`config.mk`:
```
export PLATFORM = sky130hd
export DESIGN_NAME = pc_fetch_unit_flat
export DESIGN_NICKNAME = d
export VERILOG_FILES = /design/src/rtl/rv_core_pkg.sv /design/src/rtl/pc_fetch_unit_if.sv /design/src/rtl/pc_next_sel.sv /design/src/rtl/pc_fetch_unit.sv /design/src/flat_wrapper.sv
export SDC_FILE = /design/constraint.sdc
export NUM_CORES = 1
export LEC_CHECK = 0
export ABC_CLOCK_PERIOD_IN_PS = 2800
export BUFFER_PORTS_ARGS = -buffer_cell sky130_fd_sc_hd__buf_4
export CAP_MARGIN = 25
export CORE_ASPECT_RATIO = 0.5
export CORE_MARGIN = 3
export CORE_UTILIZATION = 45
export DETAILED_ROUTE_END_ITERATION = 6
export GPL_ROUTABILITY_DRIVEN = 0
export PLACE_DENSITY = 0.75
export RECOVER_POWER = 100
export SLEW_MARGIN = 20
export SYNTH_ARGS = -nofsm -noshare
export SYNTH_HDL_FRONTEND = slang
export SYNTH_HIERARCHICAL = 1
export SYNTH_SLANG_ARGS = --single-unit
```
`constraint.sdc`:
```
create_clock -name clk -period 2.8 [get_ports clk]
set_input_delay 0.14 -clock clk [delete_from_list [all_inputs] [get_ports clk]]
set_output_delay 0.14 -clock clk [all_outputs]
set_load 0.01 [all_outputs]
```
`src/rtl/rv_core_pkg.sv`:
```
// Shared core definitions: fetch FSM state encoding and default PC-unit geometry.
package rv_core_pkg;

  typedef enum logic [1:0] {
    BOOT = 2'd0,
    RUN  = 2'd1,
    TRAP = 2'd2,
    HALT = 2'd3
  } state_t;

  localparam int          DEF_XLEN         = 32;
  localparam logic [31:0] DEF_RESET_VECTOR = 32'h0000_0000;
  localparam logic [31:0] DEF_TRAP_VECTOR  = 32'h0000_0100;
  localparam int          INC_BYTES        = 4;
  localparam int          DEF_ALIGN_BITS   = 2;

endpackage

```
`src/rtl/pc_fetch_unit_if.sv`:
```
// Fetch request channel between the PC unit (master) and instruction memory (slave).
interface pc_fetch_unit_if
  import rv_core_pkg::*;
#(
  parameter int XLEN = DEF_XLEN
);
  logic [XLEN-1:0] o_pc;
  logic            o_fetch_valid;
  logic            i_fetch_ready;
  logic            o_fetch_kill;

  modport master (
    output o_pc,
    output o_fetch_valid,
    output o_fetch_kill,
    input  i_fetch_ready
  );

  modport slave (
    input  o_pc,
    input  o_fetch_valid,
    input  o_fetch_kill,
    output i_fetch_ready
  );
endinterface

```
`src/rtl/pc_next_sel.sv`:
```
// Priority mux for the fetch unit: picks next PC, next EPC, next state and the
// kill/misaligned pulse enables from the current state and this cycle's events.
module pc_next_sel
  import rv_core_pkg::*;
#(
  parameter int              XLEN        = DEF_XLEN,
  parameter logic [XLEN-1:0] TRAP_VECTOR = XLEN'(DEF_TRAP_VECTOR),
  parameter int              INC         = INC_BYTES,
  parameter int              ALIGN_BITS  = DEF_ALIGN_BITS
) (
  input  state_t          state,
  input  logic [XLEN-1:0] pc,
  input  logic [XLEN-1:0] epc,
  input  logic            pc_write,
  input  logic            fetch_ready,
  input  logic            redirect_valid,
  input  logic [XLEN-1:0] redirect_pc,
  input  logic            trap,
  input  logic            trap_ret,
  output state_t          state_next,
  output logic [XLEN-1:0] pc_next,
  output logic [XLEN-1:0] epc_next,
  output logic            kill_next,
  output logic            misaligned_next
);

  localparam logic [XLEN-1:0] INC_V = XLEN'(INC);

  logic target_misaligned;
  logic fault;

  assign target_misaligned = redirect_valid && (redirect_pc[ALIGN_BITS-1:0] != '0);
  assign fault             = trap || target_misaligned;

  always_comb begin
    state_next      = state;
    pc_next         = pc;
    epc_next        = epc;
    kill_next       = 1'b0;
    misaligned_next = 1'b0;
    case (state)
      BOOT: state_next = RUN;
      RUN, TRAP: begin
        if (fault) begin
          // A fault while already in the handler cannot be recovered: park in HALT
          if (state == TRAP) begin
            state_next = HALT;
          end else begin
            epc_next        = pc;
            pc_next         = TRAP_VECTOR;
            state_next      = TRAP;
            kill_next       = 1'b1;
            misaligned_next = !trap;
          end
        end else if (redirect_valid) begin
          pc_next   = redirect_pc;
          kill_next = 1'b1;
        end else if (trap_ret && (state == TRAP)) begin
          pc_next    = epc;
          state_next = RUN;
          kill_next  = 1'b1;
        end else if (fetch_ready && pc_write) begin
          pc_next = pc + INC_V;
        end
      end
      default: ;
    endcase
  end

endmodule

```
`src/rtl/pc_fetch_unit.sv`:
```
// Program counter / fetch request generator: holds PC, EPC and the BOOT/RUN/TRAP/HALT
// state, and drives the fetch channel toward instruction memory.
module pc_fetch_unit
  import rv_core_pkg::*;
#(
  parameter int              XLEN         = DEF_XLEN,
  parameter logic [XLEN-1:0] RESET_VECTOR = XLEN'(DEF_RESET_VECTOR),
  parameter logic [XLEN-1:0] TRAP_VECTOR  = XLEN'(DEF_TRAP_VECTOR),
  parameter int              INC          = INC_BYTES,
  parameter int              ALIGN_BITS   = DEF_ALIGN_BITS
) (
  input  logic                   clk,
  input  logic                   reset,
  pc_fetch_unit_if.master        fetch,
  input  logic                   i_PCWrite,
  input  logic                   i_redirect_valid,
  input  logic [XLEN-1:0]        i_redirect_pc,
  input  logic                   i_trap,
  input  logic                   i_trap_ret,
  output logic [XLEN-1:0]        o_epc,
  output logic                   o_misaligned,
  output logic                   o_halted
);

  state_t          state_q, state_d;
  logic [XLEN-1:0] pc_q, pc_d;
  logic [XLEN-1:0] epc_q, epc_d;
  logic            kill_q, kill_d;
  logic            mis_q, mis_d;
  logic            fetch_valid;
  logic            halted;

  pc_next_sel #(
    .XLEN        (XLEN),
    .TRAP_VECTOR (TRAP_VECTOR),
    .INC         (INC),
    .ALIGN_BITS  (ALIGN_BITS)
  ) u_sel (
    .state           (state_q),
    .pc              (pc_q),
    .epc             (epc_q),
    .pc_write        (i_PCWrite),
    .fetch_ready     (fetch.i_fetch_ready),
    .redirect_valid  (i_redirect_valid),
    .redirect_pc     (i_redirect_pc),
    .trap            (i_trap),
    .trap_ret        (i_trap_ret),
    .state_next      (state_d),
    .pc_next         (pc_d),
    .epc_next        (epc_d),
    .kill_next       (kill_d),
    .misaligned_next (mis_d)
  );

  always_ff @(posedge clk) begin
    if (reset) begin
      state_q <= BOOT;
      pc_q    <= RESET_VECTOR;
      epc_q   <= '0;
      kill_q  <= 1'b0;
      mis_q   <= 1'b0;
    end else begin
      state_q <= state_d;
      pc_q    <= pc_d;
      epc_q   <= epc_d;
      kill_q  <= kill_d;
      mis_q   <= mis_d;
    end
  end

  always_comb begin
    fetch_valid = 1'b0;
    halted      = 1'b0;
    case (state_q)
      RUN, TRAP: fetch_valid = 1'b1;
      HALT:      halted      = 1'b1;
      default:   ;
    endcase
  end

  assign fetch.o_pc          = pc_q;
  assign fetch.o_fetch_valid = fetch_valid;
  assign fetch.o_fetch_kill  = kill_q;
  assign o_epc               = epc_q;
  assign o_misaligned        = mis_q;
  assign o_halted            = halted;

endmodule

```
`src/flat_wrapper.sv`:
```
// flat-port wrapper written by rule: the top's interface ports become plain ports
module pc_fetch_unit_flat import rv_core_pkg::*;
#(
  parameter int              XLEN         = DEF_XLEN,
  parameter logic [XLEN-1:0] RESET_VECTOR = XLEN'(DEF_RESET_VECTOR),
  parameter logic [XLEN-1:0] TRAP_VECTOR  = XLEN'(DEF_TRAP_VECTOR),
  parameter int              INC          = INC_BYTES,
  parameter int              ALIGN_BITS   = DEF_ALIGN_BITS
)
  (clk, reset, i_PCWrite, i_redirect_valid, i_redirect_pc, i_trap, i_trap_ret, o_epc, o_misaligned, o_halted, fetch_o_pc, fetch_o_fetch_valid, fetch_o_fetch_kill, fetch_i_fetch_ready);
  pc_fetch_unit_if #(.XLEN(XLEN)) fetch_i ();
  input  logic clk;
  input  logic reset;
  input  logic i_PCWrite;
  input  logic i_redirect_valid;
  input  logic [XLEN-1:0] i_redirect_pc;
  input  logic i_trap;
  input  logic i_trap_ret;
  output logic [XLEN-1:0] o_epc;
  output logic o_misaligned;
  output logic o_halted;
  output wire logic [$bits(fetch_i.o_pc)-1:0] fetch_o_pc;
  output wire logic [$bits(fetch_i.o_fetch_valid)-1:0] fetch_o_fetch_valid;
  output wire logic [$bits(fetch_i.o_fetch_kill)-1:0] fetch_o_fetch_kill;
  input wire logic [$bits(fetch_i.i_fetch_ready)-1:0] fetch_i_fetch_ready;
  assign fetch_o_pc = fetch_i.o_pc;
  assign fetch_o_fetch_valid = fetch_i.o_fetch_valid;
  assign fetch_o_fetch_kill = fetch_i.o_fetch_kill;
  assign fetch_i.i_fetch_ready = fetch_i_fetch_ready;
  pc_fetch_unit #(.XLEN(XLEN), .RESET_VECTOR(RESET_VECTOR), .TRAP_VECTOR(TRAP_VECTOR), .INC(INC), .ALIGN_BITS(ALIGN_BITS)) u_core (.clk(clk), .reset(reset), .fetch(fetch_i), .i_PCWrite(i_PCWrite), .i_redirect_valid(i_redirect_valid), .i_redirect_pc(i_redirect_pc), .i_trap(i_trap), .i_trap_ret(i_trap_ret), .o_epc(o_epc), .o_misaligned(o_misaligned), .o_halted(o_halted));
endmodule
```
==> flow_metrics.py, run 1 <==
metrics = {
    "clock_network": {
        "cts_resized": 0,
        "cts_buffers": 9,
        "cts_buffer_depth": 2,
        "htreeDepth": 3,
        "cts-hold-fix-buffers": 0,
        "post_cts_buffers": 0,
        "path_clk_slew_ns": 0.05,
        "cts_tree": "yes",
        "clkLatencyLatePin_ns": 0.34,
        "cts_sinks": 68,
        "cts-root-buf": "clkbuf_16",
    },
    "synthesis": {
        "netlist_instances": 472,
        "yosys_warnings": 6,
        "netlist_area_mm2": 0.00387,
        "yosysSeqAreaShare": 0.352,
        "synth-adder-area-share": 0.0162,
        "muxShareOfSynthArea": 0.0947,
        "async_flop_share": 0,
        "syn-num-nets": 516,
        "synth_compound_area_frac": 0.186,
        "synth_top_family_by_area": "simple AND/OR/NAND/NOR gates",
        "synth_xor_area_frac": 0.00226,
        "synth-edff-count": 0,
        "synth_cell_type_count": 45,
        "synth.avg_cell_area_um2": 8.20,
        "synth_top_area_share": 0.352,
        "synth.largest_area_cell": "dfxtp_1",
        "ys.flop_type": "dfxtp_1",
        "synth_area_leaders": "dfxtp_1, nor2b_1, mux2_2, o21ai_0, nand2_1",
        "synth-seq-cells": 68,
        "synthSimpleGateAreaFrac": 0.305,
    },
    "sta": {
        "slew_headroom": 0.374,
        "period_needed_ns": 2.56,
        "clock-skew-final_ns": 0.00417,
        "tns_ns": 0,
        "fin_crit_sh": 0.913,
        "setup_viol": 0,
        "grt_setup_unrepaired": "false",
        "tightest_slew_ns": 0.939,
        "max_clock_freq_mhz": 391,
        "slew_viol_final": 0,
        "report.final.hold_viol_count": 0,
    },
    "setup_path": {
        "critPathMaxStageDelay_ns": 0.54,
        "worstSetupStartpointType": "flop",
        "arrival_ns": 2.75,
        "worstSetupStartpoint": "u_core/state_q[0]",
        "reg2reg_from": "u_core/state_q[0]",
        "end_kind": "flop",
        "cp_slowest_cell": "o21a_1",
        "crit_path_frequent_cell": "o311ai_0",
        "crit_required_ns": 2.99,
        "critPathMaxFanout": 25,
        "path_cells": "inv_1, ha_1, nand2b_1, o21a_1, o311ai_0, o311ai_0, nor2b_1",
        "crit_type": "flop to flop",
    },
    "floorplan": {
        "die_x_um": 137,
        "fp.coreArea_mm2": 0.00817,
        "dieArea_mm2": 0.00982,
        "die_y_um": 71.6,
        "rows": 23,
        "io_pins": 107,
        "start_util": 0.474,
    },
    "power": {
        "power.switching_mw": 1.29,
        "intPower_mw": 2.32,
        "power_frac_seq": 0.313,
        "p_leak_nw": 1.91,
        "powerDensity_mw_per_mm2": 745,
        "ir_drop_mv": 0.377,
        "switching_share": 0.357,
        "clock_power_share": 0.352,
        "combPwrFrac": 0.335,
    },
    "cells_and_area": {
        "layout_common_cells": "clkbuf_1, nor2b_1, dfxtp_1",
        "syn_to_final_growth_pct": 25.1,
        "layout.nets": 619,
        "layout-drive-gt1-share": 0.174,
        "fill_cells": 840,
        "n_antenna_cell": 0,
        "instances_no_fill": 692,
        "finalInstanceArea_mm2": 0.00485,
        "layout_commonest_cell": "clkbuf_1",
    },
    "placed_design": {
        "dp_hpwl_mm": 8.00,
        "port_buffers": 106,
        "placed_cell_area_mm2": 0.00478,
        "placed_cells": 676,
    },
    "outcome": {
        "status": "finished, final reports clean",
    },
    "drt": {
        "firstDrtPassIters": 6,
        "drc": 0,
        "drt_iter0_drc": 390,
        "antenna_left": 0,
        "route.vias.total": 4010,
        "wl_mm": 11.8,
        "vias_per_cell": 5.79,
        "wire_per_inst_um": 17.0,
    },
    "global_routing": {
        "antenna_found_initial": 0,
        "grt.total_usage": 0.244,
        "grt_pass1_wl_mm": 18.9,
        "grt-ovfl-total": 0,
        "grt_pass1_vias": 3613,
        "grt_max_degree": 69,
    },
    "hold_path": {
        "min_from": "i_trap",
        "hp-class": "input pin to flop",
    },
    "flow_run": {
        "drv_cap": 0,
    },
}
## cell usage after synthesis, types with 2 or more instances
| cell type | n |
|---|---|
| nor3_1 | 5 |
| o211ai_1 | 6 |
| buf_1 | 3 |
| mux2_2 | 29 |
| or2_2 | 2 |
| nor2_1 | 18 |
| a32oi_1 | 2 |
| a22o_1 | 5 |
| or4_1 | 5 |
| ha_1 | 5 |
| nand2_1 | 55 |
| and2_1 | 4 |
| nor2b_1 | 68 |
| o21a_1 | 3 |
| inv_1 | 10 |
| buf_6 | 2 |
| a21oi_1 | 17 |
| nand3_1 | 22 |
| mux2i_1 | 4 |
| dfxtp_1 | 68 |
| a222oi_1 | 3 |
| clkbuf_1 | 14 |
| a31oi_1 | 6 |
| o21ai_0 | 43 |
| nand2b_1 | 3 |
| buf_2 | 8 |
| and3_1 | 11 |
| o311ai_0 | 11 |
| and4_1 | 2 |
| nand4_2 | 2 |
| nand4_1 | 8 |
| a22oi_1 | 10 |
| or3_1 | 6 |
## final timing paths
check,slack (ns),end,cells past startpoint
worst min register to register,0.60,u_core/o_epc[8],3
worst max register to register,0.24,u_core/fetch.o_pc[29],7
worst min-delay path,0.13,u_core/o_misaligned,3
worst max-delay path,0.24,u_core/fetch.o_pc[29],7
## registers in the layout, indices dropped and copies added (netlist names)
| signal | flops |
|---|---|
| u_core/o_epc | 32 |
| u_core/fetch.o_pc | 32 |
| u_core/state_q | 2 |
| u_core/fetch.o_fetch_kill | 1 |
| u_core/o_misaligned | 1 |
## final cells by class
| class | count | area [um^2] | share of cell area |
|---|---|---|---|
| flip-flops and latches | 68 | 1360 | 0.281 |
| clock inverters | 4 | 70.1 | 0.0145 |
| well taps | 112 | 140 | 0.0289 |
| repair buffers | 120 | 636 | 0.131 |
| inverters | 10 | 37.5 | 0.00775 |
| clock buffers | 12 | 267 | 0.0550 |
| multi-input cells | 366 | 2330 | 0.482 |
## layer usage
layer / share of wire / track usage
met5: 0 / 0
met2: 0.45 / 0.359
met1: 0.46 / 0.357
met4: 0.011 / 0.0686
met3: 0.085 / 0.0575
## power groups by stage
stage          clock network (mW)  logic (mW)  registers (mW)
5_1_grt                      1.32        1.32            1.14
4_1_cts                      1.29        1.26            1.13
6_report                     1.27        1.21            1.13
2_1_floorplan                   0       0.801            1.15
3_5_place_dp                    0        1.25            1.15
3_3_place_gp                    0        1.24            1.14
## per-stage QoR
stage / utilization / hold WS (ns) / setup WS, ns / power [mW]
final: 0.593 / 0.133 / 0.243 / 3.61
after global routing: 0.593 / 0.137 / 0.0497 / 3.79
after global placement: 0.585 / 0.480 / 0.415 / 2.39
after CTS: 0.626 / 0.119 / 0.284 / 3.67
after detailed placement: 0.585 / 0.474 / 0.327 / 2.40
after floorplan: - / 0.322 / 0.638 / 1.95
## cells by family (layout without fill, tap and decap cells)
kind of cell,Yosys count,in the layout
xor+xnor,1,1
simple gates,215,215
compound gates,112,112
flops,68,68
buf+inv,38,146
mux,33,33
fa+ha+maj,5,5
## worst max-delay path, delay by kind of cell, from the launching register on
family	cells	cell delay (ns)
adder cells (fa/ha/maj)	1	0.40
buffers and inverters	1	0.08
AO/OA/AOI/OAI	3	1.20
flip-flops	1	0.38
AND/OR/NAND/NOR	2	0.33
Note: power is estimated with default switching activity, not from simulation.
==> run 2, diff against run 1 <==
--- a/config.mk
+++ b/config.mk
@@ -11,6 +11,7 @@
 export CORE_ASPECT_RATIO = 0.5
 export CORE_MARGIN = 3
 export CORE_UTILIZATION = 45
+export CTS_BUF_LIST = sky130_fd_sc_hd__clkbuf_8
 export DETAILED_ROUTE_END_ITERATION = 6
 export GPL_ROUTABILITY_DRIVEN = 0
 export PLACE_DENSITY = 0.75
==> flow_metrics.py, run 2 (synthesized netlist as in run 1, its figures left out) <==
metrics = {
    "floorplan": {
        "die_x_um": 137,
        "dieArea_mm2": 0.00982,
        "fp.coreArea_mm2": 0.00817,
        "start_util": 0.474,
        "rows": 23,
        "io_pins": 107,
        "die_y_um": 71.6,
    },
    "setup_path": {
        "end_kind": "flop",
        "critPathMaxStageDelay_ns": 0.53,
        "cp_num_buf_inv": 1,
        "crit_type": "flop to flop",
        "cp_slowest_cell": "o21a_1",
        "r2r_cells": 7,
        "crit_path_frequent_cell": "o311ai_0",
        "r2r_slack_ns": 0.27,
        "reg2reg_from": "u_core/state_q[0]",
        "worstSetupStartpointType": "flop",
        "arrival_ns": 2.76,
        "critPathMaxFanout": 25,
        "path_cells": "inv_1, ha_1, nand2b_1, o21a_1, o311ai_0, o311ai_0, nor2b_1",
        "crit_required_ns": 3.02,
        "reg2reg_to": "u_core/fetch.o_pc[29]",
        "critPathTopFamily": "compound AO/OA/AOI/OAI gates",
    },
    "clock_network": {
        "cts-root-buf": "clkbuf_8",
        "htreeDepth": 3,
        "post_cts_buffers": 0,
        "cts_buffers": 9,
        "clkLatencyLatePin_ns": 0.36,
        "cts_sinks": 68,
        "cts_buffer_depth": 2,
        "cts_tree": "yes",
        "path_clk_slew_ns": 0.07,
        "cts-hold-fix-buffers": 0,
        "cts_resized": 0,
    },
    "placed_design": {
        "placed_cells": 676,
        "dp_hpwl_mm": 8.00,
        "placed_cell_area_mm2": 0.00478,
        "dp_slack_ns": 0.327,
        "port_buffers": 106,
    },
    "global_routing": {
        "grt.total_usage": 0.242,
        "grt-ovfl-total": 0,
        "antenna_found_initial": 0,
        "grt_max_degree": 69,
        "grt_pass1_wl_mm": 18.7,
        "grt_pass1_vias": 3572,
    },
    "power": {
        "ir_drop_mv": 0.418,
        "power_mw": 3.29,
        "powerDensity_mw_per_mm2": 692,
        "p_leak_nw": 1.86,
    },
    "drt": {
        "wire_per_inst_um": 16.8,
        "drc": 0,
        "route.vias.total": 3957,
        "drt_iter0_drc": 482,
        "wl_mm": 11.6,
        "vias_per_cell": 5.72,
        "antenna_left": 0,
        "firstDrtPassIters": 6,
    },
    "cells_and_area": {
        "finalInstanceArea_mm2": 0.00475,
        "layout.nets": 619,
        "n_antenna_cell": 0,
        "instances_no_fill": 692,
        "syn_to_final_growth_pct": 22.6,
        "final_util": 0.581,
        "layout-drive-gt1-share": 0.176,
        "fill_cells": 846,
        "layout_common_cells": "clkbuf_1, nor2b_1, dfxtp_1",
        "layout_commonest_cell": "clkbuf_1",
    },
    "sta": {
        "setup_ws_ns": 0.265,
        "whs_ns": 0.110,
        "clock-skew-final_ns": 0.00512,
        "period_needed_ns": 2.53,
        "max_clock_freq_mhz": 394,
        "tns_ns": 0,
        "slew_viol_final": 0,
        "fin_crit_sh": 0.905,
        "setup_viol": 0,
        "tightest_slew_ns": 0.916,
        "report.final.hold_viol_count": 0,
        "slew_headroom": 0.389,
        "grt_setup_unrepaired": "false",
    },
    "hold_path": {
        "hold_depth": 3,
        "hp-class": "input pin to flop",
        "min_from": "i_trap",
        "whs_endpoint": "u_core/o_misaligned",
    },
    "flow_run": {
        "drv_cap": 0,
    },
    "outcome": {
        "status": "finished, final reports clean",
    },
}
run 2: changes by cell type in the layout (fill, tap and decap cells not counted):
cell,delta
clkbuf_16,-9
clkbuf_8,+9
nor3_1,-1
nor3_2,+1
run 2: per-layer routing:
metal | global-route usage | vias to the layer above | wire length, um
li1 | - | 1911 | -
met1 | 0.360 | 1866 | 5290
met2 | 0.348 | 170 | 5080
met3 | 0.0589 | 10 | 1120
met4 | 0.0675 | 0 | 119
met5 | 0 | - | 0
run 2: area by class of cell:
cell class | instances | area [um^2] | area share
Tap cell | 112 | 140 | 0.0295
Timing Repair Buffer | 120 | 636 | 0.134
Clock inverter | 4 | 70.1 | 0.0148
Clock buffer | 12 | 165 | 0.0348
Multi-Input combinational cell | 366 | 2340 | 0.493
Sequential cell | 68 | 1360 | 0.287
Inverter | 10 | 37.5 | 0.00790
run 2: tightest hold or removal path, delay by kind of cell:
family / cells / cell delay [ns]
buffers and inverters: 1 / 0.12
and+or+nand+nor: 2 / 0.16
run 2: how the worst max path moves through the flow:
| stage | start | to | slack [ns] | cells after the start |
|---|---|---|---|---|
| after floorplan | u_core/state_q[0] | u_core/o_epc[10] | 0.64 | 9 |
| after global placement | u_core/state_q[0] | u_core/fetch.o_pc[28] | 0.42 | 7 |
| after detailed placement | u_core/state_q[0] | u_core/fetch.o_pc[29] | 0.33 | 7 |
| after CTS | u_core/state_q[0] | u_core/fetch.o_pc[29] | 0.28 | 7 |
| after global routing | u_core/state_q[1] | u_core/fetch.o_pc[29] | 0.04 | 7 |
| final | u_core/state_q[0] | u_core/fetch.o_pc[29] | 0.27 | 7 |
run 2: where the power goes:
part | switching (mW) | internal [mW] | leakage (nW)
Combinational | 0.773 | 0.430 | 1.19
Clock | 0.384 | 0.571 | 0.122
Sequential | 0.0872 | 1.04 | 0.549
